File: src/rtl/lif_pkg.sv
// Shared types for the LIF layer sequencer: FSM state encoding and index-width helper.
package lif_pkg;

  typedef enum logic [1:0] {
    IDLE   = 2'd0,
    FETCH  = 2'd1,
    UPDATE = 2'd2,
    DONE   = 2'd3
  } state_t;

  // Index width that stays at least one bit wide for degenerate counts.
  function automatic int idx_bits(input int n);
    return (n < 2) ? 1 : $clog2(n);
  endfunction

endpackage

File: src/rtl/lif_logic.sv
// Combinational leaky integrate-and-fire update for one neuron: popcount of active weighted
// synapses, shift-based leak, saturating accumulate, threshold compare and reset-to-zero on spike.
module lif_logic #(
  parameter int n_stage     = 5,
  parameter int n_membrane  = n_stage + 2,
  parameter int n_threshold = n_membrane - 1
) (
  input  logic [(1 << n_stage)-1:0]   inputs,
  input  logic [(1 << n_stage)-1:0]   weights,
  input  logic [2:0]                  shift,
  input  logic [n_threshold-1:0]      threshold,
  input  logic signed [n_membrane-1:0] membrane,
  output logic signed [n_membrane-1:0] new_membrane,
  output logic                        is_spike
);

  localparam int N_SYN = 1 << n_stage;
  localparam int SW    = n_stage + 1;
  localparam int AW    = n_membrane + 2;
  localparam logic signed [AW-1:0] MEM_MAX = AW'((1 << (n_membrane - 1)) - 1);
  localparam logic signed [AW-1:0] MEM_MIN = ~MEM_MAX;

  logic [SW-1:0]         acc [N_SYN];
  logic [SW-1:0]         syn_count;
  logic signed [AW-1:0]  mem_ext;
  logic signed [AW-1:0]  leak;
  logic signed [AW-1:0]  syn_ext;
  logic signed [AW-1:0]  thr_ext;
  logic signed [AW-1:0]  total;
  logic signed [AW-1:0]  clamped;

  // In-place pairwise adder tree, one level per stage.
  always_comb begin
    for (int i = 0; i < N_SYN; i++) begin
      acc[i] = SW'(inputs[i] & weights[i]);
    end
    for (int s = 0; s < n_stage; s++) begin
      for (int j = 0; j < (N_SYN >> (s + 1)); j++) begin
        acc[j] = acc[2*j] + acc[2*j+1];
      end
    end
    syn_count = acc[0];
  end

  always_comb begin
    mem_ext = AW'(membrane);
    leak    = (shift == 3'd0) ? '0 : (mem_ext >>> shift);
    syn_ext = AW'($signed({1'b0, syn_count}));
    thr_ext = AW'($signed({1'b0, threshold}));
    total   = mem_ext - leak + syn_ext;
    if (total > MEM_MAX) begin
      clamped = MEM_MAX;
    end else if (total < MEM_MIN) begin
      clamped = MEM_MIN;
    end else begin
      clamped = total;
    end
    is_spike     = (clamped >= thr_ext);
    new_membrane = is_spike ? '0 : clamped[n_membrane-1:0];
  end

endmodule

File: src/rtl/lif_layer_sequencer.sv
// Shares one lif_logic datapath across a layer: per timestep, fetch each neuron's weights over
// req/ack, update its membrane in the local membrane file and collect the spike vector.
module lif_layer_sequencer
  import lif_pkg::*;
#(
  parameter int NEURONS        = 8,
  parameter int SYNAPSES       = 32,
  parameter int MEMBRANE_BITS  = $clog2(SYNAPSES) + 2,
  parameter int THRESHOLD_BITS = MEMBRANE_BITS - 1
) (
  input  logic                            clk,
  input  logic                            reset,
  input  logic                            start,
  input  logic                            clear_mem,
  input  logic [SYNAPSES-1:0]             inputs,
  input  logic [2:0]                      shift,
  input  logic [THRESHOLD_BITS-1:0]       threshold,
  output logic                            w_req,
  output logic [idx_bits(NEURONS)-1:0]    w_idx,
  input  logic                            w_ack,
  input  logic [SYNAPSES-1:0]             w_data,
  output logic                            busy,
  output logic                            done,
  output logic [NEURONS-1:0]              spikes,
  input  logic [idx_bits(NEURONS)-1:0]    rd_idx,
  output logic signed [MEMBRANE_BITS-1:0] rd_membrane
);

  localparam int IB = idx_bits(NEURONS);
  localparam logic [IB-1:0] LAST_IDX = IB'(NEURONS - 1);

  state_t                          state_q, state_d;
  logic [IB-1:0]                   idx_q, idx_d;
  logic [SYNAPSES-1:0]             inputs_q, inputs_d;
  logic [2:0]                      shift_q, shift_d;
  logic [THRESHOLD_BITS-1:0]       thr_q, thr_d;
  logic [SYNAPSES-1:0]             weights_q, weights_d;
  logic [NEURONS-1:0]              spike_acc_q, spike_acc_d;
  logic [NEURONS-1:0]              spikes_q, spikes_d;
  logic signed [MEMBRANE_BITS-1:0] mem_q [NEURONS];
  logic signed [MEMBRANE_BITS-1:0] mem_d [NEURONS];
  logic signed [MEMBRANE_BITS-1:0] new_membrane;
  logic                            is_spike;

  lif_logic #(
    .n_stage    ($clog2(SYNAPSES)),
    .n_membrane (MEMBRANE_BITS),
    .n_threshold(THRESHOLD_BITS)
  ) u_lif (
    .inputs      (inputs_q),
    .weights     (weights_q),
    .shift       (shift_q),
    .threshold   (thr_q),
    .membrane    (mem_q[idx_q]),
    .new_membrane(new_membrane),
    .is_spike    (is_spike)
  );

  always_ff @(posedge clk or posedge reset) begin
    if (reset) begin
      state_q <= IDLE;
    end else begin
      state_q <= state_d;
    end
  end

  always_comb begin
    state_d = state_q;
    unique case (state_q)
      IDLE:    if (start) state_d = FETCH;
      FETCH:   if (w_ack) state_d = UPDATE;
      UPDATE:  state_d = (idx_q == LAST_IDX) ? DONE : FETCH;
      DONE:    state_d = IDLE;
      default: state_d = IDLE;
    endcase
  end

  // The spike vector is forwarded during DONE so it is valid on the done pulse itself.
  always_comb begin
    w_req  = (state_q == FETCH);
    w_idx  = (state_q == FETCH) ? idx_q : '0;
    busy   = (state_q != IDLE);
    done   = (state_q == DONE);
    spikes = (state_q == DONE) ? spike_acc_q : spikes_q;
  end

  always_comb begin
    idx_d       = idx_q;
    inputs_d    = inputs_q;
    shift_d     = shift_q;
    thr_d       = thr_q;
    weights_d   = weights_q;
    spike_acc_d = spike_acc_q;
    spikes_d    = spikes_q;
    mem_d       = mem_q;
    case (state_q)
      IDLE: begin
        if (clear_mem) begin
          for (int n = 0; n < NEURONS; n++) mem_d[n] = '0;
        end
        if (start) begin
          idx_d       = '0;
          inputs_d    = inputs;
          shift_d     = shift;
          thr_d       = threshold;
          spike_acc_d = '0;
        end
      end
      FETCH: if (w_ack) weights_d = w_data;
      UPDATE: begin
        mem_d[idx_q]       = new_membrane;
        spike_acc_d[idx_q] = is_spike;
        if (idx_q != LAST_IDX) idx_d = idx_q + IB'(1);
      end
      DONE:    spikes_d = spike_acc_q;
      default: ;
    endcase
  end

  always_ff @(posedge clk or posedge reset) begin
    if (reset) begin
      idx_q       <= '0;
      inputs_q    <= '0;
      shift_q     <= '0;
      thr_q       <= '0;
      weights_q   <= '0;
      spike_acc_q <= '0;
      spikes_q    <= '0;
      for (int n = 0; n < NEURONS; n++) mem_q[n] <= '0;
    end else begin
      idx_q       <= idx_d;
      inputs_q    <= inputs_d;
      shift_q     <= shift_d;
      thr_q       <= thr_d;
      weights_q   <= weights_d;
      spike_acc_q <= spike_acc_d;
      spikes_q    <= spikes_d;
      for (int n = 0; n < NEURONS; n++) mem_q[n] <= mem_d[n];
    end
  end

  assign rd_membrane = (int'(rd_idx) < NEURONS) ? mem_q[rd_idx] : '0;

endmodule

File: config.mk
export PLATFORM = sky130hd
export DESIGN_NAME = lif_layer_sequencer
export DESIGN_NICKNAME = d
export VERILOG_FILES = /design/src/rtl/lif_pkg.sv /design/src/rtl/lif_logic.sv /design/src/rtl/lif_layer_sequencer.sv
export SDC_FILE = /design/constraint.sdc
export NUM_CORES = 1
export LEC_CHECK = 0
export ABC_AREA = 0
export BUFFER_PORTS_ARGS = -buffer_cell sky130_fd_sc_hd__buf_2
export CAP_MARGIN = 0
export CORE_MARGIN = 2
export CORE_UTILIZATION = 40
export DETAILED_ROUTE_END_ITERATION = 7
export GPL_TIMING_DRIVEN = 1
export PLACE_DENSITY = 0.61
export SLEW_MARGIN = 10
export SYNTH_ARGS = -nofsm -noshare
export SYNTH_HDL_FRONTEND = slang
export SYNTH_SLANG_ARGS = --single-unit
File: constraint.sdc
create_clock -name clk -period 12.7 [get_ports clk]
set_input_delay 2.54 -clock clk [delete_from_list [all_inputs] [get_ports clk]]
set_output_delay 2.54 -clock clk [all_outputs]
set_load 0.05 [all_outputs]
Word level (Yosys, flattened, before mapping)
Cells that the tools add are included.
- mux-type cells: 29
- reduce and logical (&&, ||, !) cells: 12
- add/subtract/negate cells: 34
- shift operators: 1
- bitwise operators: 34
- equality and inequality tests: 9
- $lt $le $gt $ge: 8
- operators with widths (cell ; count):
    adder 6 bit ; 31
    one-hot mux 56 bit (2 select lines) ; 1
    bitwise mux 56 bit ; 1
    2-to-1 mux 56 bit ; 1
    binary-select mux 7 bit (select 3 bit) ; 2
    2-to-1 mux 7 bit ; 6
    AND 1 bit ; 32
    2-to-1 mux 9 bit ; 3
    demux 7 bit (select 3 bit) ; 1
    2-to-1 mux 8 bit ; 2
    one-hot mux 8 bit (2 select lines) ; 1
    AND reduction 2 bit ; 5
    adder 9 x 7 -> 9 bit ; 1
    greater-or-equal comparator 9 x 7 -> 1 bit ; 1
    greater-than comparator 9 x 7 -> 1 bit, second input constant ; 1
    < comparator 9 x 7 -> 1 bit, second input constant ; 1
    2-to-1 mux 3 bit ; 3
    >>> shifter 9 x 3 -> 9 bit ; 1
    subtractor 7 x 9 -> 9 bit ; 1
    bitwise mux 8 bit ; 1
    greater-or-equal comparator 4 bit, second input constant ; 2
    NOT 3 -> 4 bit ; 2
    one-hot mux 2 bit (4 select lines) ; 1
    2-to-1 mux 2 bit ; 3
    18 further kinds ; 23
- register bits after elaboration: 150
- word-level logic and storage cells: 143
- output and inout bits: 21
- input port bits: 81

Depth between registers and ports, before layout
Gate-level depths: netlist of the first run.
- depth in word-level cells: 15
- gate-level depth with buffers: 37
- mapped depth without buffers: 34

Hierarchy
A second synthesis of the first run with hierarchy kept.
- cells, all modules: 843
- area, all modules: 9474.1 um^2
- modules (own cells, without submodules) (module ; times used ; cells an instance ; seq. area each (um^2) ; area an instance (um^2)):
    lif_layer_sequencer ; 1 ; 562 ; 3753.6 ; 7125.6
    lif_logic ; 1 ; 281 ; 0.0 ; 2348.5

Worst setup path after synthesis of the first run
OpenSTA, ideal clock, no wires.
- path kind: register to register
- from: register inputs_q[0]
- to: register mem_q[49] (netlist bit)
- data required time: 12604 ps
- cell stages (with the launch flop): 38
- path slack: 3473 ps
- path buffers: 3
- clock period less this slack: 9227 ps
- arrival time: 9132 ps
- setup time: 96 ps
- cell sequence: dfrtp_1 -> and2_1 -> fa_1 -> inv_1 -> fa_1 -> inv_1 -> fa_1 -> fa_1 -> fa_1 -> inv_1 -> fa_1 -> inv_1 -> ha_1 -> a21o_1 -> a21oi_1 -> nor2b_1 -> o21a_1 -> fa_1 -> (+2 left out) -> a21oi_1 -> o21bai_1 -> a221oi_1 -> xnor2_2 -> nand3_1 -> ha_1 -> inv_1 -> a21oi_1 -> ha_1 -> nand2b_1 -> a21o_1 -> a211o_1 -> o2111ai_1 -> nand3b_4 -> o22a_4 -> buf_6 -> buf_6 -> o31ai_1
- longest elaborated chain between the ends: 14
- elaborated cells between the ends (all ways): 15
- those cells by class: add/sub: 6; order compare: 3; mux: 5; bitwise: 1
- RTL lines (element ; RTL line ; RTL):
    from (decl) ; lif_layer_sequencer.sv:34 ; logic [SYNAPSES-1:0] inputs_q, inputs_d;
    from (signal assigned) ; lif_layer_sequencer.sv:132 ; inputs_q <= inputs_d;
    AND 1 bit * ; lif_logic.sv:35 ; acc[i] = SW'(inputs[i] & weights[i]);
    adder 6 bit * (5 in a row) ; lif_logic.sv:39 ; acc[j] = acc[2*j] + acc[2*j+1];
    adder 9 x 7 -> 9 bit * ; lif_logic.sv:50 ; total = mem_ext - leak + syn_ext;
    < comparator 9 x 7 -> 1 bit ; lif_logic.sv:53 ; end else if (total < MEM_MIN) begin
    2-to-1 mux 9 bit ; lif_logic.sv:53 ;
    2-to-1 mux 9 bit * ; lif_logic.sv:51 ; if (total > MEM_MAX) begin
    greater-or-equal comparator 9 x 7 -> 1 bit ; lif_logic.sv:58 ; is_spike = (clamped >= thr_ext);
    2-to-1 mux 7 bit * ; lif_logic.sv:59 ; new_membrane = is_spike ? '0 : clamped[n_membrane-1:0];
    bitwise mux 56 bit * ; lif_layer_sequencer.sv:111 ; mem_d[idx_q] = new_membrane;
    one-hot mux 56 bit (2 select lines) * ; lif_layer_sequencer.sv:96 ; case (state_q)
    to (decl) ; lif_layer_sequencer.sv:40 ; logic signed [MEMBRANE_BITS-1:0] mem_q [NEURONS];
Every way passes the cells marked *; elsewhere a longest branch is shown, timed or not.
A chain may end at the register's enable or synchronous reset.

Final worst setup path of the first run
- from: register inputs_q[0]
- to: register spike_acc_q[7]
- longest elaborated chain between the ends: 13
- elaborated cells between the ends (all ways): 14
- those cells by class: add/sub: 6; order compare: 3; mux: 4; bitwise: 1
- RTL lines (element ; RTL line ; RTL):
    AND 1 bit * ; lif_logic.sv:35 ;
    adder 6 bit * (5 in a row) ; lif_logic.sv:39 ;
    adder 9 x 7 -> 9 bit * ; lif_logic.sv:50 ;
    < comparator 9 x 7 -> 1 bit ; lif_logic.sv:53 ;
    2-to-1 mux 9 bit ; lif_logic.sv:53 ;
    2-to-1 mux 9 bit * ; lif_logic.sv:51 ;
    greater-or-equal comparator 9 x 7 -> 1 bit * ; lif_logic.sv:58 ;
    bitwise mux 8 bit * ; lif_layer_sequencer.sv:112 ; spike_acc_d[idx_q] = is_spike;
    one-hot mux 8 bit (2 select lines) * ; lif_layer_sequencer.sv:96 ;
    to (signal assigned) ; lif_layer_sequencer.sv:136 ; spike_acc_q <= spike_acc_d;
    to (decl) ; lif_layer_sequencer.sv:38 ; logic [NEURONS-1:0] spike_acc_q, spike_acc_d;
Marks and branches as above.

==> results of run 1 <==
-- sequential cells by signal (all words and copies together), names as in the netlist --
register,count
mem_q,56
inputs_q,32
weights_q,32
spike_acc_q,8
spikes_q,8
thr_q,6
idx_q,3
shift_q,3
state_q,2
-- worst reg2reg max path, delay by kind of cell, from the launching register on --
kind,cells,cell delay (ns)
adder cells (fa/ha/maj),11,4.91
AO/OA/AOI/OAI,12,3.28
XOR/XNOR,1,0.25
AND/OR/NAND/NOR,5,0.63
buffers and inverters,5,0.36
flip-flops,1,0.37
-- cell families after synthesis --
logic type	Yosys count	synth area share
buffers and inverters	101	0.0471
AOI/OAI and AO/OA	139	0.105
adders and majority gates	57	0.107
muxes	83	0.138
DFF	150	0.428
xor gates and xnor gates	9	0.0120
and+or+nand+nor	313	0.163
-- stage by stage --
stage	setup slack [ns]	hold slack, ns	cells	instance area, um^2	utilization
after floorplan	3.47	0.438	852	8770	-
after global placement	2.93	0.450	1188	9460	0.436
after detailed placement	2.78	0.455	1188	9460	0.436
after CTS	2.75	0.471	1220	10000	0.463
after global routing	2.02	0.499	1220	10000	0.463
final	2.75	0.465	1220	10000	0.463
-- cell usage after synthesis (5+ instances only) --
library cell,count
clkbuf_1,40
fa_1,30
nand2_1,163
o21ai_0,51
nand3_1,74
mux2_2,53
o31ai_1,31
nor2_1,22
a22o_1,6
nor2b_1,7
mux2i_1,5
and2_1,16
buf_1,5
mux4_2,24
dfrtp_1,150
a21oi_1,17
nor3_1,7
nand2b_1,5
nand3b_1,7
xnor2_1,5
inv_1,48
a21o_1,6
ha_1,27
-- final cells by class --
class / instances / area share
Inverter: 49 / 0.0188
Clock inverter: 10 / 0.0123
Timing Repair Buffer: 108 / 0.0556
Tap cell: 280 / 0.0349
Clock buffer: 22 / 0.0453
Sequential cell: 150 / 0.374
Multi-Input combinational cell: 601 / 0.459
-- metal layers --
metal	up-vias	global-route usage	wire length [um]
li1	3118	-	-
met1	3207	0.263	9680
met2	180	0.290	9940
met3	16	0.0488	1300
met4	2	0.0565	296
met5	-	0	13
-- worst min path at each step --
stage | from | end | depth (start not counted)
2_1_floorplan | inputs_q[0]$_DFFE_PP0P_ | inputs_q[0]$_DFFE_PP0P_ | 2
3_3_place_gp | inputs_q[1]$_DFFE_PP0P_ | inputs_q[1]$_DFFE_PP0P_ | 2
3_5_place_dp | inputs_q[11]$_DFFE_PP0P_ | inputs_q[11]$_DFFE_PP0P_ | 2
4_1_cts | inputs_q[13]$_DFFE_PP0P_ | inputs_q[13]$_DFFE_PP0P_ | 2
5_1_grt | inputs_q[13]$_DFFE_PP0P_ | inputs_q[13]$_DFFE_PP0P_ | 2
6_report | inputs_q[10]$_DFFE_PP0P_ | inputs_q[10]$_DFFE_PP0P_ | 2
==> metrics.md, run 1 <==
| Metric | Value |
|---|---|
| Synthesized instance count | 852 |
| Core Box Area | 21700 um^2 |
| WP depth | 34 |
| Gr usage total | 0.188 |
| Die area | 23100 um^2 |
| Max cap viols | 0 |
| First-pass GRT wire length | 34700 um |
| Synthesis-stage register bit count | 150 |
| Routed len/inst | 17.4 um |
| DRT Wirelength | 21200 um |
| Hold Fails Final Rpt | 0 |
| Avg Inst Size Synth | 10.3 um^2 |
| Commonest cells after routing, fill and taps aside | 163 x nand2_1, 150 x dfrtp_1, 101 x buf_2 |
| Area Overhead vs Synth | 14.4% |
| Layout Skew | 0.0141 ns |
| Area leader, netlist | dfrtp_1 |
| Pin count of the biggest net entering global routing | 86 |
| Worst min path class | reg -> reg |
| Starting Density | 0.405 |
| H-tree depth | 4 |
| Root Buffer | clkbuf_16 |
| Critical path class | reg -> reg |
| Final TNS setup | 0 ns |
| Initial antenna violation count | 1 |
| F_max | 101 MHz |
| CP Data Required Time | 12.98 ns |
| Final ANT Viol Nets | 0 |
| DIE HEIGHT | 152 um |
| Number of library cell types mapped by synthesis | 56 |
| EDFF count, synth | 0 |
| Diodes inserted | 0 |
| Final setup vio count | 0 |
| Crit path to | spike_acc_q[7]$_DFFE_PP0P_ |
| Via-per-instance ratio | 5.35 |
| Family with the most delay on the worst path | adder cells |
| RSZ-0062 raised after global routing | false |
| Sequential fraction of the synthesis area | 0.428 |
| Number of buffers and inverters on the critical path | 5 |
| DRT Pass-1 Iters | 5 |
| Critical Path AT | 10.22 ns |
| Reg-to-Reg Start | inputs_q[0]$_DFFE_PP0P_ |
| Post-CTS Resized | 0 |
| Worst relative slew slack | 0.406 |
| Max-slew violations | 0 |
| Post-layout nets | 1065 |
| IO Pins | 102 |
| Die W | 152 um |
| Crit share post-route | 0.783 |
| Sequential cell area | 3750 um^2 |
| DRC | 0 |
| Depth of the worst register-to-register path | 34 |
| Outcome | finished, final reports clean |
| Top_reg_cell synth | dfrtp_1 |
| Post-synth design cell area | 8770 um^2 |
| Max incr delay on CP | 0.67 ns |
| Clock period minus worst slack | 9.95 ns |
| Clk Latency, worst-skew pair | 0.43 ns |
| Crit Path Max Fanout | 9 |
| Reg2Reg Capture Point | spike_acc_q[7]$_DFFE_PP0P_ |
| Initial detailed-routing violation count | 563 |
| Slowest stage cell, crit path | a21oi_1 |
| Worst slew pin tran | 0.891 ns |
| Kind of start point of the critical path | flop |
| Reg2reg setup slack | 2.75 ns |
| Remaining Overflow, GRT | 0 |
| PortBufs | 101 |
| Worst-path clk slew | 0.06 ns |
| Area contributors post-synth | dfrtp_1 43%, nand2_1 7.0%, fa_1 6.8%, mux2_2 6.8%, mux4_2 6.2% |
| Post-synth top area share | 0.428 |
| Setup crit start | inputs_q[0]$_DFFE_PP0P_ |
| Worst Setup End Kind | flop |
| Mapped Nets | 990 |
| CTS sink cnt | 150 |
| HPWL Detailed | 14800 um |
| TritonCTS clock tree | built |
| Cell mode on critical path | fa_1 |
| Vias | 6523 |
| Post-CTS setup buffer count | 0 |
| Rows | 54 |
| Most common cell after layout, fill and taps aside | nand2_1 |
| Vias in the first global route | 6428 |
| Hold buffers post-CTS | 0 |
| FFs w/ async S/R, synth | 1.00 |
| # fillers | 2038 |
| RePlAce Congestion | 0.864 |
| CTS Buf Count | 17 |
| Yosys warning total | 0 |
| Layout cell share with drive strength beyond 1 | 0.239 |
| Longest Clk Path Bufs | 2 |
| Footprint of the multi-input gates | 4610 um^2 |
Power of run 1 is left out: the tool's default activity adds up to more than one toggle a clock period on the data nets, which glitch-free logic cannot reach.
==> inputs of run 2 (changes only) <==
- clock period: 12.7 -> 10.1 ns (I/O delays scaled with it)
==> metrics.md, run 2 (synthesized netlist as in run 1, its figures left out) <==
| Metric | Value |
|---|---|
| Initial antenna violation count | 1 |
| CP Data Required Time | 10.41 ns |
| Cell mode on critical path | fa_1 |
| Gr usage total | 0.190 |
| Die area | 23100 um^2 |
| RePlAce Congestion | 0.886 |
| Post-CTS Resized | 0 |
| Final ANT Viol Nets | 0 |
| Core Box Area | 21700 um^2 |
| DP Area | 9500 um^2 |
| Max incr delay on CP | 0.59 ns |
| Slowest stage cell, crit path | fa_1 |
| Routed len/inst | 17.5 um |
| Worst-path clk slew | 0.06 ns |
| DRT Wirelength | 21400 um |
| Crit share post-route | 0.941 |
| Kind of start point of the critical path | flop |
| Vias in the first global route | 6387 |
| DRC | 0 |
| Outcome | finished, final reports clean |
| Commonest cells after routing, fill and taps aside | 163 x nand2_1, 150 x dfrtp_1, 101 x buf_2 |
| CTS Buf Count | 17 |
| Max-slew violations | 0 |
| Diodes inserted | 0 |
| PortBufs | 101 |
| Biggest regs | mem_q (56), inputs_q (32), weights_q (32) |
| Initial detailed-routing violation count | 437 |
| Worst min path class | reg -> reg |
| Via-per-instance ratio | 5.40 |
| Worst relative slew slack | 0.349 |
| Critical path class | reg -> reg |
| Longest Clk Path Bufs | 2 |
| Max cap viols | 0 |
| Worst Setup End Kind | flop |
| IO Pins | 102 |
| Hold buffers post-CTS | 0 |
| Final TNS setup | 0 ns |
| Rows | 54 |
| Area Overhead vs Synth | 14.7% |
| DRT Pass-1 Iters | 5 |
| Layout cell share with drive strength beyond 1 | 0.245 |
| HPWL Detailed | 14900 um |
| Clk Latency, worst-skew pair | 0.43 ns |
| Clock period minus worst slack | 9.50 ns |
| Vias | 6605 |
| Hold Fails Final Rpt | 0 |
| Die W | 152 um |
| Non-Filler Cell Area, Final | 10100 um^2 |
| Most common cell after layout, fill and taps aside | nand2_1 |
| Worst hold slack | 0.468 ns |
| Starting Density | 0.405 |
| Remaining Overflow, GRT | 0 |
| DIE HEIGHT | 152 um |
| Layout Skew | 0.0129 ns |
| Family with the most delay on the worst path | adder cells |
| Post-CTS setup buffer count | 0 |
| Reg with most FFs | mem_q |
| TritonCTS clock tree | built |
| Number of buffers and inverters on the critical path | 6 |
| RSZ-0062 raised after global routing | false |
| Critical Path AT | 9.81 ns |
| F_max | 105 MHz |
| Crit Path Max Fanout | 48 |
| Final setup vio count | 0 |
| Post-layout nets | 1070 |
| Worst slew pin tran | 0.977 ns |
| First-pass GRT wire length | 34900 um |
| H-tree depth | 4 |
| Root Buffer | clkbuf_16 |
| Max reg flops | 56 |
| CTS sink cnt | 150 |
| Pin count of the biggest net entering global routing | 79 |
run 2: cell count changes in the layout (fill, tap and decap cells not counted):
| cell | delta |
|---|---|
| buf_4 | +5 |
| clkbuf_1 | -1 |
| o22ai_1 | -1 |
| o22ai_2 | +1 |
| clkbuf_8 | +1 |
| bufinv_16 | -1 |
| clkinvlp_4 | +1 |
| clkinv_4 | -1 |
| clkinv_2 | -1 |
| inv_6 | +1 |
run 2: cell type report:
cell class | count | area, um^2
fill | 2033 | 11600
multi-input combinational | 601 | 4610
sequential | 150 | 3750
timing repair buffer | 113 | 596
clock buffer | 22 | 464
tap | 280 | 350
inverter | 49 | 189
clock inverter | 9 | 96.3
run 2: worst paths after layout:
check | from | endpoint | slack (ns) | cells past startpoint
max | inputs_q[0]$_DFFE_PP0P_ | mem_q[2]$_DFFE_PP0P_ | 0.60 | 35
min | inputs_q[10]$_DFFE_PP0P_ | inputs_q[10]$_DFFE_PP0P_ | 0.47 | 2
max reg2reg | inputs_q[0]$_DFFE_PP0P_ | mem_q[2]$_DFFE_PP0P_ | 0.60 | 35
min reg2reg | inputs_q[10]$_DFFE_PP0P_ | inputs_q[10]$_DFFE_PP0P_ | 0.47 | 2
max in group asynchronous | reset | inputs_q[1]$_DFFE_PP0P_ | 6.95 | 3
min in group asynchronous | reset | spikes_q[2]$_DFF_PP0_ | 1.70 | 2
run 2: per-layer routing:
layer / wire, um / vias to the layer above / share of wire / GRT usage
met5: 11 / - / 0.00051 / 0
met1: 9840 / 3224 / 0.46 / 0.274
met2: 9880 / 220 / 0.46 / 0.284
met3: 1250 / 25 / 0.058 / 0.0451
met4: 384 / 2 / 0.018 / 0.0610
li1: - / 3134 / - / -
run 2: per-stage QoR:
stage	cells	setup WS, ns	utilization
after CTS	1224	0.546	0.464
after global placement	1193	0.808	0.438
final	1224	0.597	0.464
after floorplan	852	0.873	-
after detailed placement	1193	0.568	0.438
after global routing	1224	0.00968	0.464
run 2: worst min-delay path, delay by kind of cell (launching register included):
kind	cells	cell delay, ns
and+or+nand+nor	2	0.10
DFF	1	0.34
Power of run 2 is left out for the same reason.
